[config.mk]
export PLATFORM = sky130hd
export DESIGN_NAME = pll_lock_supervisor
export DESIGN_NICKNAME = d
export VERILOG_FILES = /design/src/rtl/pll_lock_supervisor_pkg.sv /design/src/rtl/sync_bit.sv /design/src/rtl/pll_lock_supervisor.sv
export SDC_FILE = /design/constraint.sdc
export NUM_CORES = 1
export LEC_CHECK = 0
export ABC_CLOCK_PERIOD_IN_PS = 7600
export CELL_PAD_IN_SITES_DETAIL_PLACEMENT = 1
export CELL_PAD_IN_SITES_GLOBAL_PLACEMENT = 2
export CORE_AREA = 5 5 90 92
export DETAILED_ROUTE_END_ITERATION = 10
export DIE_AREA = 0 0 95 97
export PLACE_DENSITY_LB_ADDON = 0.1
export SYNTH_ARGS = -nofsm -noshare
export SYNTH_HDL_FRONTEND = slang
export SYNTH_SLANG_ARGS = --single-unit
[constraint.sdc]
create_clock -name clk -period 7.6 [get_ports clk]
set_clock_uncertainty 0.1 [all_clocks]
set_input_delay 1.52 -clock clk [delete_from_list [all_inputs] [get_ports clk]]
set_output_delay 1.52 -clock clk [all_outputs]
set_load 0.02 [all_outputs]
[src/rtl/pll_lock_supervisor_pkg.sv]
`timescale 1ns/1ps
`default_nettype none
// +--------------------------------------------------------------------+
// | pll_lock_supervisor_pkg: shared state encodings and sizing helper  |
// | Rev 1.0                                                            |
// +--------------------------------------------------------------------+
package pll_lock_supervisor_pkg;

  localparam logic [2:0] ST_PLL_RST   = 3'd0;
  localparam logic [2:0] ST_WAIT_LOCK = 3'd1;
  localparam logic [2:0] ST_STABLE    = 3'd2;
  localparam logic [2:0] ST_RELEASE   = 3'd3;
  localparam logic [2:0] ST_RUN       = 3'd4;

  function automatic int max_of(input int a, input int b);
    return (a > b) ? a : b;
  endfunction

endpackage
`default_nettype wire

[src/rtl/sync_bit.sv]
`timescale 1ns/1ps
`default_nettype none
// +--------------------------------------------------------------------+
// | sync_bit: STAGES-deep synchronizer, async active-high reset to 0   |
// | Rev 1.0                                                            |
// +--------------------------------------------------------------------+
module sync_bit #(
  parameter int STAGES = 2
) (
  input  logic clk,
  input  logic rst,
  input  logic d,
  output logic q
);

  logic [STAGES-1:0] r_chain;

  always_ff @(posedge clk or posedge rst) begin
    if (rst) begin
      r_chain <= '0;
    end else begin
      r_chain <= {r_chain[STAGES-2:0], d};
    end
  end

  assign q = r_chain[STAGES-1];

endmodule
`default_nettype wire

[src/rtl/pll_lock_supervisor.sv]
`timescale 1ns/1ps
`default_nettype none
// +--------------------------------------------------------------------+
// | pll_lock_supervisor: PLL reset/lock qualification, staged resets   |
// | Rev 1.0                                                            |
// +--------------------------------------------------------------------+
module pll_lock_supervisor
  import pll_lock_supervisor_pkg::*;
#(
  parameter int SYNC_STAGES    = 2,
  parameter int PLL_RST_CYCLES = 16,
  parameter int LOCK_TIMEOUT   = 500000,
  parameter int STABLE_CYCLES  = 1024,
  parameter int NUM_RST        = 4,
  parameter int RST_GAP        = 8,
  parameter int CNT_W          = 8
) (
  input  logic               clk,
  input  logic               rst,
  input  logic               locked_in,
  input  logic               soft_rst_req,
  output logic               pll_rst,
  output logic [NUM_RST-1:0] sys_rst,
  output logic               ready,
  output logic [CNT_W-1:0]   lock_lost_cnt,
  output logic [CNT_W-1:0]   retry_cnt,
  output logic               timeout_err,
  output logic [2:0]         state_dbg
);

  localparam int TMR_MAX = max_of(max_of(PLL_RST_CYCLES, LOCK_TIMEOUT),
                                  max_of(STABLE_CYCLES, RST_GAP));
  localparam int TMR_W   = (TMR_MAX > 1) ? $clog2(TMR_MAX) : 1;
  localparam int IDX_W   = (NUM_RST > 1) ? $clog2(NUM_RST) : 1;

  localparam logic [TMR_W-1:0] c_pll_last    = TMR_W'(PLL_RST_CYCLES - 1);
  localparam logic [TMR_W-1:0] c_timeout_last = TMR_W'(LOCK_TIMEOUT - 1);
  localparam logic [TMR_W-1:0] c_stable_last = TMR_W'(STABLE_CYCLES - 1);
  localparam logic [TMR_W-1:0] c_gap_last    = TMR_W'(RST_GAP - 1);
  localparam logic [IDX_W-1:0] c_idx_last    = IDX_W'(NUM_RST - 1);

  logic [2:0]         r_state;
  logic [TMR_W-1:0]   r_timer;
  logic [IDX_W-1:0]   r_idx;
  logic               r_pll_rst;
  logic [NUM_RST-1:0] r_sys_rst;
  logic               r_ready;
  logic [CNT_W-1:0]   r_lost;
  logic [CNT_W-1:0]   r_retry;
  logic               r_timeout_err;
  logic               w_locked_s;
  logic               w_lock_loss;
  logic               w_timeout;

  sync_bit #(.STAGES(SYNC_STAGES)) u_sync_locked (
    .clk (clk),
    .rst (rst),
    .d   (locked_in),
    .q   (w_locked_s)
  );

  assign w_lock_loss = ((r_state == ST_RELEASE) || (r_state == ST_RUN)) && !w_locked_s;
  assign w_timeout   = (r_state == ST_WAIT_LOCK) && (r_timer == c_timeout_last);

  always_ff @(posedge clk or posedge rst) begin
    if (rst) begin
      r_state       <= ST_PLL_RST;
      r_timer       <= '0;
      r_idx         <= '0;
      r_pll_rst     <= 1'b1;
      r_sys_rst     <= '1;
      r_ready       <= 1'b0;
      r_lost        <= '0;
      r_retry       <= '0;
      r_timeout_err <= 1'b0;
    end else if (w_lock_loss || w_timeout || soft_rst_req) begin
      // Every abort path lands in PLL_RST with a fresh pulse and all domains held.
      r_state   <= ST_PLL_RST;
      r_timer   <= '0;
      r_pll_rst <= 1'b1;
      r_sys_rst <= '1;
      r_ready   <= 1'b0;
      if (w_lock_loss) begin
        if (r_lost != '1) r_lost <= r_lost + 1'b1;
      end else if (w_timeout) begin
        if (r_retry != '1) r_retry <= r_retry + 1'b1;
        r_timeout_err <= 1'b1;
      end
    end else begin
      case (r_state)
        ST_PLL_RST: begin
          if (r_timer == c_pll_last) begin
            r_state   <= ST_WAIT_LOCK;
            r_timer   <= '0;
            r_pll_rst <= 1'b0;
          end else begin
            r_timer <= r_timer + 1'b1;
          end
        end
        ST_WAIT_LOCK: begin
          if (w_locked_s) begin
            r_state <= ST_STABLE;
            r_timer <= '0;
          end else begin
            r_timer <= r_timer + 1'b1;
          end
        end
        ST_STABLE: begin
          if (!w_locked_s) begin
            r_state <= ST_WAIT_LOCK;
            r_timer <= '0;
          end else if (r_timer == c_stable_last) begin
            r_timer      <= '0;
            r_idx        <= IDX_W'(1);
            r_sys_rst[0] <= 1'b0;
            if (NUM_RST == 1) begin
              r_state <= ST_RUN;
              r_ready <= 1'b1;
            end else begin
              r_state <= ST_RELEASE;
            end
          end else begin
            r_timer <= r_timer + 1'b1;
          end
        end
        ST_RELEASE: begin
          if (r_timer == c_gap_last) begin
            r_timer          <= '0;
            r_sys_rst[r_idx] <= 1'b0;
            if (r_idx == c_idx_last) begin
              r_state <= ST_RUN;
              r_ready <= 1'b1;
            end else begin
              r_idx <= r_idx + 1'b1;
            end
          end else begin
            r_timer <= r_timer + 1'b1;
          end
        end
        ST_RUN: begin
          r_ready <= 1'b1;
        end
        default: begin
          r_state   <= ST_PLL_RST;
          r_timer   <= '0;
          r_pll_rst <= 1'b1;
          r_sys_rst <= '1;
          r_ready   <= 1'b0;
        end
      endcase
    end
  end

  assign pll_rst       = r_pll_rst;
  assign sys_rst       = r_sys_rst;
  assign ready         = r_ready;
  assign lock_lost_cnt = r_lost;
  assign retry_cnt     = r_retry;
  assign timeout_err   = r_timeout_err;
  assign state_dbg     = r_state;

endmodule
`default_nettype wire

==> reports/qor.txt, run 1 <==
H-Tree Depth -> 2
Post-Synthesis Cells -> 266
Seq/Total Area, Yosys -> 46.6%
CTS root buf -> clkbuf_8
Worst hold path class -> flop to flop
WL final -> 6.11 mm
Commonest cells after routing, fill and taps aside -> dfrtp_1 (44), clkdlybuf4s50_1 (29), nand2_1 (27), nor2_1 (17)
CP arrival -> 3.45 ns
Vias/cell -> 5.31
Fin. Hold Viols -> 0
Outcome -> finished clean
Total track usage -> 14.3%
Pre-antenna DRT Iters -> 4
Power density over the cells -> 141 mW/mm2
Ant. Diodes -> 0
GR Layer Usage met2 -> 24.1%
GR Overflow Total -> 0
Reg2reg start -> r_timer[0]$_DFFE_PP0P_
CTS Sinks -> 49
Worst path cell trace -> clkdlybuf4s50_1 > a211oi_2 > nor2b_2 > a22oi_1 > nand2_1
Worst Setup Start Kind -> primary input
Cts hold-fix bufs -> 0
Clock-pin slew on the worst setup and hold paths -> 0.09 ns
CORE AREA -> 0.00714 mm2
CTS max path bufs -> 2
Flops & latches, synth -> 49
Max-slew violations -> 0
Resize count post-CTS -> 0
Final ANT Viol Nets -> 0
Port buffer count -> 29
Worst Setup Path Type -> primary input to flop
Setup WS post-layout -> 4.29 ns
Busiest grt layer -> met2
Largest net degree at the start of global routing -> 50
Post-synthesis async set-or-reset flop share -> 100%
Layout cells sized above 1 -> 10.2%
Commonest register cell after synthesis -> dfrtp_1
CP required -> 7.74 ns
TNS Setup -> 0 ns
Fin nets -> 303
Slew @ Worst Pin -> 1.03 ns
Top cells by area, synth -> dfrtp_1 (42%), dfstp_2 (5.0%), xnor2_1 (4.0%)
Worst setup EP type -> flop
Design Area, Final -> 0.00308 mm2
Min Tclk post-route -> 3.31 ns
Mapped Area -> 0.00265 mm2
Setup Viol. Count Final -> 0
Number of global-route vias before repair -> 2130
Inst Count DP -> 384
Critical Path End -> r_timer[6]$_DFFE_PP0P_
Non-filler instance count after layout -> 392
Slowest stage cell on the critical path -> nor2b_2
Peak Freq -> 0.302 GHz
Initial antenna violation count -> 0
Detailed-route via count -> 2080
Global-route wire length before repair -> 10.6 mm
Final GP Congestion -> 0.776
Yosys warnings -> 0
VDD IR max -> 80.0 uV
Syn-to-layout area delta -> 16.5%
Min Hold Slack -> 0.260 ns
Max-Cap Viols -> 0
Setup crit start -> soft_rst_req
Crit-path max FO -> 19
Max incr delay on CP -> 0.81 ns
Flop-to-flop setup slack -> 4.72 ns
Post-DP HPWL -> 4.34 mm
Initial drt markers -> 60
Die W -> 95 um
Chip height -> 97 um
CTS Buf Count -> 5
Slew margin rel. -> 31.5%
Mapped Nets -> 277
Util after Layout -> 43.2%
Num rows -> 31
Drt wl/cell -> 15.6 um
DRC -> 0
Post-synth EDFFs -> 0
Total power -> 0.434 mW
Worst reg2reg endpoint -> r_timer[6]$_DFFE_PP0P_
Dpl ws -> 3.95 ns
Worst r2r path cells -> 7
Grt met3 use -> 2.87%
Commonest non-fill, non-tap cell in the layout -> dfrtp_1
Placed cell areas -> 0.00299 mm2
RSZ-0062 raised after global routing -> no
Met1 usage -> 18.2%
Yosys cell types -> 46
Lkg Pwr -> 1.35 nW
Io pins -> 30
Synth top area share -> 41.6%
Post-synth top area cell -> dfrtp_1
Syn Area/Cell -> 9.95 um2
Post-CTS setup buffers -> 0
Starting Density -> 37.1%
Die footprint -> 0.00922 mm2
TritonCTS clock tree -> done
Worst-Skew Late Latency -> 0.30 ns
Period utilisation layout -> 43.5%
==> worst min-delay path by stage <==
stage / from / to / slack [ns] / depth (start not counted)
floorplan: u_sync_locked.r_chain[0]$_DFF_PP0_ / u_sync_locked.r_chain[1]$_DFF_PP0_ / 0.23 / 0
global placement: u_sync_locked.r_chain[0]$_DFF_PP0_ / u_sync_locked.r_chain[1]$_DFF_PP0_ / 0.24 / 0
detailed placement: u_sync_locked.r_chain[0]$_DFF_PP0_ / u_sync_locked.r_chain[1]$_DFF_PP0_ / 0.24 / 0
CTS: u_sync_locked.r_chain[0]$_DFF_PP0_ / u_sync_locked.r_chain[1]$_DFF_PP0_ / 0.27 / 0
global route: u_sync_locked.r_chain[0]$_DFF_PP0_ / u_sync_locked.r_chain[1]$_DFF_PP0_ / 0.29 / 0
finish: u_sync_locked.r_chain[0]$_DFF_PP0_ / u_sync_locked.r_chain[1]$_DFF_PP0_ / 0.26 / 0
==> where the power goes <==
group | internal (mW) | switching, mW
Sequential | 0.262 | 0.00170
Combinational | 0.00511 | 0.0107
Clock | 0.0650 | 0.0894
==> cells by family after synthesis <==
logic type	count (synthesis)	share of synthesized area, %
AOI/OAI and AO/OA	48	13.0
DFF	49	46.6
and+or+nand+nor	117	24.4
xor gates and xnor gates	16	5.30
muxes	8	3.17
buffers and inverters	21	4.16
adders and majority gates	7	3.31
==> cell usage after synthesis (all sizes together), types with 5 or more instances <==
cell type and n:
dfrtp 44, nand2 27, nor2 17, a21oi 15, and3 15, nand4 13
nand3 12, xnor2 12, inv 11, buf 8, o21ai 8, ha 7
nor3 6, a21o 5, a221o 5, dfstp 5, mux2i 5
==> state kept, by name, indices dropped and copies added (netlist names) <==
register	count
r_timer	19
state_dbg	3
lock_lost_cnt	8
sys_rst	4
pll_rst	1
r_idx	2
u_sync_locked.r_chain	2
ready	1
retry_cnt	8
timeout_err	1
==> final cells by class <==
class	count	area [um2]
sequential	49	1230
fill	833	4060
clock buffer	6	72.6
timing repair buffer	29	290
inverter	11	41.3
multi-input combinational	196	1310
clock inverter	2	15.0
tap	99	124
==> routing by layer <==
metal  wire [um]  part of all wire (%)
met1        2860                    47
met2        3010                    49
met3         149                   2.4
met4          85                   1.4
met5           0                     0
==> worst max-delay path, delay by kind of cell <==
kind | cells | cell delay, ns
compound gates | 2 | 0.55
simple gates | 2 | 0.91
buf+inv | 1 | 0.46
No activity file was read; power rests on OpenSTA's default activity.
==> run 2, diff against run 1 <==
--- a/config.mk
+++ b/config.mk
@@ -5,12 +5,12 @@
 export SDC_FILE = /design/constraint.sdc
 export NUM_CORES = 1
 export LEC_CHECK = 0
-export ABC_CLOCK_PERIOD_IN_PS = 7600
+export ABC_CLOCK_PERIOD_IN_PS = 3000
 export CELL_PAD_IN_SITES_DETAIL_PLACEMENT = 1
 export CELL_PAD_IN_SITES_GLOBAL_PLACEMENT = 2
-export CORE_AREA = 5 5 90 92
+export CORE_AREA = 5 5 97 99
 export DETAILED_ROUTE_END_ITERATION = 10
-export DIE_AREA = 0 0 95 97
+export DIE_AREA = 0 0 102 104
 export PLACE_DENSITY_LB_ADDON = 0.1
 export SYNTH_ARGS = -nofsm -noshare
 export SYNTH_HDL_FRONTEND = slang
==> constraint.sdc (replaced) <==
create_clock -name clk -period 3 [get_ports clk]
set_clock_uncertainty 0.1 [all_clocks]
set_input_delay 0.6 -clock clk [delete_from_list [all_inputs] [get_ports clk]]
set_output_delay 0.6 -clock clk [all_outputs]
set_load 0.02 [all_outputs]
==> run 2 against run 1 <==
  * First-iteration DRC count grew 20%
  * Largest power group unchanged
  * Wire length grew 6.1%
  * Design area grew 3.0%
  * Global-route usage shrank 1.3 points
  * Register-to-register slack lost 4.5 ns
  * Clock power grew to 2.7 times the previous value
  * Setup slack lost 4.0 ns
  * Utilization shrank 5.7 points
  * Combinational power grew to 2.8 times the previous value
  * Die area grew 15%
  * Power grew to 2.6 times the previous value
  * Sequential share of layout area shrank 1.2 points
==> reports/qor.txt, run 2 (synthesis results as in run 1) <==
Outcome -> finished clean
VDD IR max -> 166 uV (+110%)
Worst setup EP type -> flop
Slowest stage cell on the critical path -> o311a_4
GR Overflow Total -> 0 (unchanged)
CORE AREA -> 0.00847 mm2 (+19%)
Slew @ Worst Pin -> 0.529 ns (-0.498 ns)
Resize count post-CTS -> 0 (unchanged)
Period utilisation layout -> 91.6%
Cts hold-fix bufs -> 0 (unchanged)
WL final -> 6.49 mm (+6.1%)
Worst reg2reg endpoint -> r_timer[18]$_DFFE_PP0P_
Reg2reg start -> r_timer[0]$_DFFE_PP0P_
DR WL met2 -> 3.04 mm (+0.83%)
Clock-pin slew on the worst setup and hold paths -> 0.10 ns (about the same)
Placed cell areas -> 0.00308 mm2 (+3.0%)
RSZ-0062 raised after global routing -> no
Met1 wire length -> 3.20 mm (+12%)
Peak Freq -> 0.364 GHz
Clk pwr share -> 36.6% (+1.1 points)
Ant. Diodes -> 0 (unchanged)
Worst hold path class -> flop to flop
Min Tclk post-route -> 2.75 ns
Final ANT Viol Nets -> 0 (unchanged)
Sw frac -> 24.7% (+1.2 points)
Commonest cells after routing, fill and taps aside -> dfrtp_1 (44), clkdlybuf4s50_1 (29), nand2_1 (27), nor2_1 (17)
CTS Buf Count -> 5 (unchanged)
Detailed-route via count -> 2094 (+0.67%)
DRC -> 0 (unchanged)
H-Tree Depth -> 2 (unchanged)
Largest register by flop count -> r_timer
Max incr delay on CP -> 0.50 ns (-0.31 ns)
Vias/cell -> 5.11 (-3.7%)
Worst path cell trace -> ha_1 > and3_1 > and3_1 > a211oi_2 > o311a_4 > or4b_1 > nand3_1
Die footprint -> 0.0106 mm2 (+15%)
Io pins -> 30 (unchanged)
CP required -> 3.15 ns (-4.59 ns)
Setup crit start -> r_timer[0]$_DFFE_PP0P_
Pre-antenna DRT Iters -> 4 (unchanged)
DR top layer -> met4
Largest register FFs -> 19 (unchanged)
Total track usage -> 13.0% (-1.3 points)
CTS max path bufs -> 2 (unchanged)
Worst Setup Start Kind -> flop
Syn-to-layout area delta -> 20.0%
Lkg Pwr -> 1.41 nW (+4.6%)
Layout cells sized above 1 -> 12.9% (+2.7 points)
Worst-Skew Late Latency -> 0.30 ns (about the same)
Num rows -> 34 (+9.7%)
TritonCTS clock tree -> done
Initial antenna violation count -> 0 (unchanged)
Seq pwr share -> 59.5% (-1.3 points)
CP arrival -> 2.89 ns (-0.56 ns)
Slew margin rel. -> 64.7% (+33 points)
Levels on crit path -> 7 (+2)
Worst r2r path cells -> 7 (unchanged)
Internal -> 0.847 mW (+150%)
Critical Path End -> r_timer[18]$_DFFE_PP0P_
Flop-to-flop setup slack -> 0.25 ns (-4.47 ns)
Largest net degree at the start of global routing -> 35 (-30%)
Power density over the cells -> 354 mW/mm2 (+150%)
Post-DP HPWL -> 4.77 mm (+10%)
Fin. Hold Viols -> 0 (unchanged)
Setup Viol. Count Final -> 0 (unchanged)
Worst Path Buf+Inv -> 0 (-1)
Initial drt markers -> 72 (+20%)
CTS root buf -> clkbuf_8
Number of global-route vias before repair -> 2167 (+1.7%)
Final GP Congestion -> 0.721 (-7.1%)
Chip height -> 104 um (+7.2%)
Worst Setup Path Type -> flop to flop
Max-slew violations -> 0 (unchanged)
Max-Cap Viols -> 0 (unchanged)
Fin nets -> 312 (+3.0%)
Commonest non-fill, non-tap cell in the layout -> dfrtp_1
Global-route wire length before repair -> 11.2 mm (+6.0%)
Port buffer count -> 29 (unchanged)
Crit-path max FO -> 34 (+15)
CTS Sinks -> 49 (unchanged)
CP delay by family, top -> simple AND/OR/NAND/NOR gates
Starting Density -> 31.3% (-5.8 points)
Drt wl/cell -> 15.8 um (+1.5%)
Most Frequent Cell on Critical Path -> and3_1
Post-CTS setup buffers -> 0 (unchanged)
TNS Setup -> 0 ns (unchanged)
Design Area, Final -> 0.00317 mm2 (+3.0%)
Die W -> 102 um (+7.4%)
Met3 WL post-DR -> 188 um (+26%)
Combinational share of power -> 3.9% (+0.2 points)
Sw Pwr -> 0.277 mW (+170%)
==> run 2: worst reg2reg max path: cells and delay by family (launching register included) <==
kind | cells | cell delay, ns
AND/OR/NAND/NOR | 4 | 1.05
AO/OA/AOI/OAI | 2 | 0.86
flip-flops | 1 | 0.41
adder cells (fa/ha/maj) | 1 | 0.27
==> run 2: worst min-delay path by stage <==
stage,to,start,cells after the start,slack [ns]
6_report,u_sync_locked.r_chain[1]$_DFF_PP0_,u_sync_locked.r_chain[0]$_DFF_PP0_,0,0.27
4_1_cts,u_sync_locked.r_chain[1]$_DFF_PP0_,u_sync_locked.r_chain[0]$_DFF_PP0_,0,0.27
3_3_place_gp,u_sync_locked.r_chain[1]$_DFF_PP0_,u_sync_locked.r_chain[0]$_DFF_PP0_,0,0.26
5_1_grt,u_sync_locked.r_chain[1]$_DFF_PP0_,u_sync_locked.r_chain[0]$_DFF_PP0_,0,0.29
2_1_floorplan,u_sync_locked.r_chain[1]$_DFF_PP0_,u_sync_locked.r_chain[0]$_DFF_PP0_,0,0.23
3_5_place_dp,u_sync_locked.r_chain[1]$_DFF_PP0_,u_sync_locked.r_chain[0]$_DFF_PP0_,0,0.25
==> run 2: layout make-up <==
class                      count  area (um2)
tap                          108         135
multi-input combinational    196        1300
timing repair buffer          38         370
clock buffer                   5        68.8
inverter                      11        41.3
sequential                    49        1230
clock inverter                 3        22.5
fill                         973        5290
==> run 2: through the flow <==
stage	util, %	hold WS [ns]	setup slack [ns]	total power, mW	cells
detailed placement	36.4	0.248	0.268	0.728	402
global placement	36.4	0.255	0.315	0.727	402
finish	37.5	0.268	0.253	1.12	410
CTS	37.5	0.272	0.250	1.15	410
global route	37.5	0.286	0.117	1.18	410
floorplan	-	0.231	0.560	0.714	266
==> run 2: power by group through the flow <==
stage / clock network (mW) / registers [mW] / logic, mW
6_report: 0.411 / 0.669 / 0.0440
5_1_grt: 0.457 / 0.670 / 0.0510
4_1_cts: 0.431 / 0.669 / 0.0464
3_5_place_dp: 0 / 0.682 / 0.0462
3_3_place_gp: 0 / 0.682 / 0.0456
2_1_floorplan: 0 / 0.681 / 0.0329
==> run 2: metal layers <==
layer	global-route usage (%)	up-vias
met5	0	-
met4	3.19	0
met3	2.28	5
met2	20.3	23
met1	18.4	1034
li1	-	1032
==> run 3, diff against run 2 <==
--- a/config.mk
+++ b/config.mk
@@ -5,13 +5,15 @@
 export SDC_FILE = /design/constraint.sdc
 export NUM_CORES = 1
 export LEC_CHECK = 0
+export ABC_AREA = 1
 export ABC_CLOCK_PERIOD_IN_PS = 3000
 export CELL_PAD_IN_SITES_DETAIL_PLACEMENT = 1
 export CELL_PAD_IN_SITES_GLOBAL_PLACEMENT = 2
-export CORE_AREA = 5 5 97 99
+export CORE_AREA = 5 5 103 105
 export DETAILED_ROUTE_END_ITERATION = 10
-export DIE_AREA = 0 0 102 104
+export DIE_AREA = 0 0 108 110
 export PLACE_DENSITY_LB_ADDON = 0.1
+export SLEW_MARGIN = 0
 export SYNTH_ARGS = -nofsm -noshare
 export SYNTH_HDL_FRONTEND = slang
 export SYNTH_SLANG_ARGS = --single-unit
==> run 3 against run 2 <==
  * Flip-flop and latch count stayed put
  * Utilization is 1.1 points lower
  * Hold slack lost 0.012 ns
  * Largest cell class unchanged
  * Area after synthesis is 10% higher
  * Combinational power is 17% higher
  * Maximum frequency is 22% higher
  * First-iteration DRC count shrank 28%
  * Clock power increased by 41%
  * Sequential share of layout area shrank 3.4 points
  * Via count increased by 13%
  * Sequential power barely moved
  * Largest power group unchanged
  * Power grew 16%
  * Critical path type is now flop to primary output
==> reports/qor.txt, run 3 <==
CORE AREA -> 0.00955 mm2 (+13%)
CP required -> 2.30 ns (-0.85 ns)
Worst hold path class -> flop to flop
Syn Area/Cell -> 8.20 um2 (-18%)
Design Area, Final -> 0.00348 mm2 (+9.6%)
Flop-to-flop setup slack -> 0.89 ns (+0.64 ns)
DRC -> 0 (unchanged)
Post-synthesis async set-or-reset flop share -> 100% (unchanged)
Critical Path End -> state_dbg[1]
Post-CTS setup buffers -> 0 (unchanged)
Peak Freq -> 0.444 GHz (+22%)
Final ANT Viol Nets -> 0 (unchanged)
Commonest non-fill, non-tap cell in the layout -> nand2_1
Post-DP HPWL -> 5.47 mm (+15%)
Number of global-route vias before repair -> 2535 (+17%)
Outcome -> finished clean
Non-filler instance count after layout -> 522 (+27%)
Slew margin rel. -> 68.9% (+4.2 points)
Lkg Pwr -> 1.59 nW (+13%)
Yosys warnings -> 0 (unchanged)
Chip height -> 110 um (+5.8%)
RSZ-0062 raised after global routing -> no
Worst reg2reg endpoint -> r_timer[18]$_DFFE_PP0P_
Initial antenna violation count -> 0 (unchanged)
Largest register FFs -> 19 (unchanged)
Worst r2r path cells -> 9 (+2)
Pre-antenna DRT Iters -> 4 (unchanged)
Detailed-route via count -> 2366 (+13%)
Mapped Nets -> 366 (+32%)
TritonCTS clock tree -> done
Global-route wire length before repair -> 12.6 mm (+12%)
Final GP Congestion -> 0.750 (+4.1%)
Max-Cap Viols -> 0 (unchanged)
TNS Setup -> 0 ns (unchanged)
Layout cells sized above 1 -> 16.2% (+3.3 points)
Crit-path max FO -> 9 (-74%)
Largest register by flop count -> r_timer
Worst Setup Start Kind -> flop
Period utilisation layout -> 75.1% (-16 points)
Mapped Area -> 0.00291 mm2 (+10%)
Slew @ Worst Pin -> 0.465 ns (-0.0633 ns)
Fin nets -> 399 (+28%)
Flops & latches, synth -> 49 (unchanged)
Drt wl/cell -> 13.9 um (-12%)
CTS Buf Count -> 5 (unchanged)
GR Overflow Total -> 0 (unchanged)
CTS max path bufs -> 2 (unchanged)
Max incr delay on CP -> 0.68 ns (+0.18 ns)
Post-synth top area cell -> dfrtp_1
H-Tree Depth -> 2 (unchanged)
Met1 usage -> 18.1% (-0.28 points)
Total track usage -> 13.3% (+0.31 points)
Placed cell areas -> 0.00334 mm2 (+8.5%)
Synth top area share -> 37.8% (-3.8 points)
Setup crit start -> state_dbg[1]$_DFFE_PP0P_
Worst setup EP type -> primary output
CP delay by family, top -> buffers and inverters
Busiest grt layer -> met2
Worst Path Buf+Inv -> 1 (+1)
GR Layer Usage met2 -> 22.0% (+1.7 points)
CP arrival -> 1.55 ns (-1.34 ns)
Post-synth EDFFs -> 0 (unchanged)
VDD IR max -> 184 uV (+11%)
Worst-Skew Late Latency -> 0.31 ns (about the same)
Min Tclk post-route -> 2.25 ns (-0.495 ns)
Num rows -> 36 (+5.9%)
Starting Density -> 30.5% (-0.78 points)
Vias/cell -> 4.53 (-11%)
Total power -> 1.30 mW (+16%)
Yosys cell types -> 34 (-26%)
Worst Setup Path Type -> flop to primary output
Commonest register cell after synthesis -> dfrtp_1
Die W -> 108 um (+5.9%)
Slowest stage cell on the critical path -> clkdlybuf4s50_1
Setup WS post-layout -> 0.748 ns (+0.495 ns)
Inst Count DP -> 514 (+28%)
CTS Sinks -> 49 (unchanged)
Port buffer count -> 29 (unchanged)
Fin. Hold Viols -> 0 (unchanged)
Top cells by area, synth -> dfrtp_1 (38%), nand2_1 (12%), xor2_1 (6.0%)
Most frequent cell after synthesis -> nand2_1
Grt met3 use -> 2.27% (-0.0089 points)
Ant. Diodes -> 0 (unchanged)
Power density over the cells -> 374 mW/mm2 (+5.7%)
Initial drt markers -> 52 (-28%)
Worst path cell trace -> clkdlybuf4s50_1
Setup Viol. Count Final -> 0 (unchanged)
# fillers -> 1176 (+21%)
Commonest cells after routing, fill and taps aside -> nand2_1 (95), dfrtp_1 (44), inv_1 (34), nor2_1 (30), clkdlybuf4s50_1 (29)
Syn-to-layout area delta -> 19.5%
Clock-pin slew on the worst setup and hold paths -> 0.10 ns (about the same)
Post-Synthesis Cells -> 355 (+33%)
Seq/Total Area, Yosys -> 42.3% (-4.2 points)
Resize count post-CTS -> 0 (unchanged)
Levels on crit path -> 1 (-6)
Cts hold-fix bufs -> 0 (unchanged)
CTS root buf -> clkbuf_8
Io pins -> 30 (unchanged)
Largest net degree at the start of global routing -> 22 (-37%)
Post-synth top cells -> nand2_1 (95), dfrtp_1 (44), inv_1 (35)
Die footprint -> 0.0119 mm2 (+12%)
Dpl ws -> 0.865 ns (+0.597 ns)
Reg2reg start -> r_timer[0]$_DFFE_PP0P_
Max-slew violations -> 0 (unchanged)
WL final -> 7.28 mm (+12%)
-- run 3: changes by cell type after synthesis, sizes merged, moves of 13 or more --
cell,previous run,this run
a21oi,15,2
and3,15,1
inv,11,40
nand2,27,105
nor2,17,42
o21ai,8,26
xor2,4,20
-- run 3: routing by layer --
metal,part of all wire [%],vias up
met2,46,33
li1,-,1188
met3,2.1,7
met1,51,1138
met4,1.0,0
met5,0,-
-- run 3: through the flow --
step	hold slack (ns)	utilization (%)
floorplan	0.231	-
global placement	0.235	35.0
detailed placement	0.236	35.0
CTS	0.262	36.4
global route	0.267	36.4
finish	0.257	36.4
-- run 3: cell families after synthesis --
logic type | count (synthesis) | share of synthesized area [%]
flip-flops | 49 | 42.3
buffers and inverters | 47 | 6.84
multiplexers | 1 | 0.387
AND/OR/NAND/NOR | 193 | 31.5
XOR/XNOR | 28 | 8.43
adder cells (fa/ha/maj) | 7 | 3.01
AO/OA/AOI/OAI | 30 | 7.52
-- run 3: final cells by class --
class	count	area [um2]	share of cell area, %
Clock buffer	5	68.8	1.98
Tap cell	133	166	4.78
Clock inverter	3	65.1	1.87
Timing Repair Buffer	32	313	8.99
Multi-Input combinational cell	259	1480	42.5
Inverter	41	154	4.42
Sequential cell	49	1230	35.4
-- run 3: report_power, final --
| part | internal [mW] | total, mW | switching (mW) |
|---|---|---|---|
| clock network | 0.332 | 0.580 | 0.248 |
| logic | 0.0151 | 0.0513 | 0.0362 |
| registers | 0.667 | 0.671 | 0.00471 |
-- run 3: worst min path at each step --
stage,cells past startpoint,slack [ns],startpoint,endpoint
finish,0,0.26,u_sync_locked.r_chain[0]$_DFF_PP0_,u_sync_locked.r_chain[1]$_DFF_PP0_
global route,0,0.27,u_sync_locked.r_chain[0]$_DFF_PP0_,u_sync_locked.r_chain[1]$_DFF_PP0_
CTS,0,0.26,u_sync_locked.r_chain[0]$_DFF_PP0_,u_sync_locked.r_chain[1]$_DFF_PP0_
detailed placement,0,0.24,u_sync_locked.r_chain[0]$_DFF_PP0_,u_sync_locked.r_chain[1]$_DFF_PP0_
global placement,0,0.23,u_sync_locked.r_chain[0]$_DFF_PP0_,u_sync_locked.r_chain[1]$_DFF_PP0_
floorplan,0,0.23,u_sync_locked.r_chain[0]$_DFF_PP0_,u_sync_locked.r_chain[1]$_DFF_PP0_
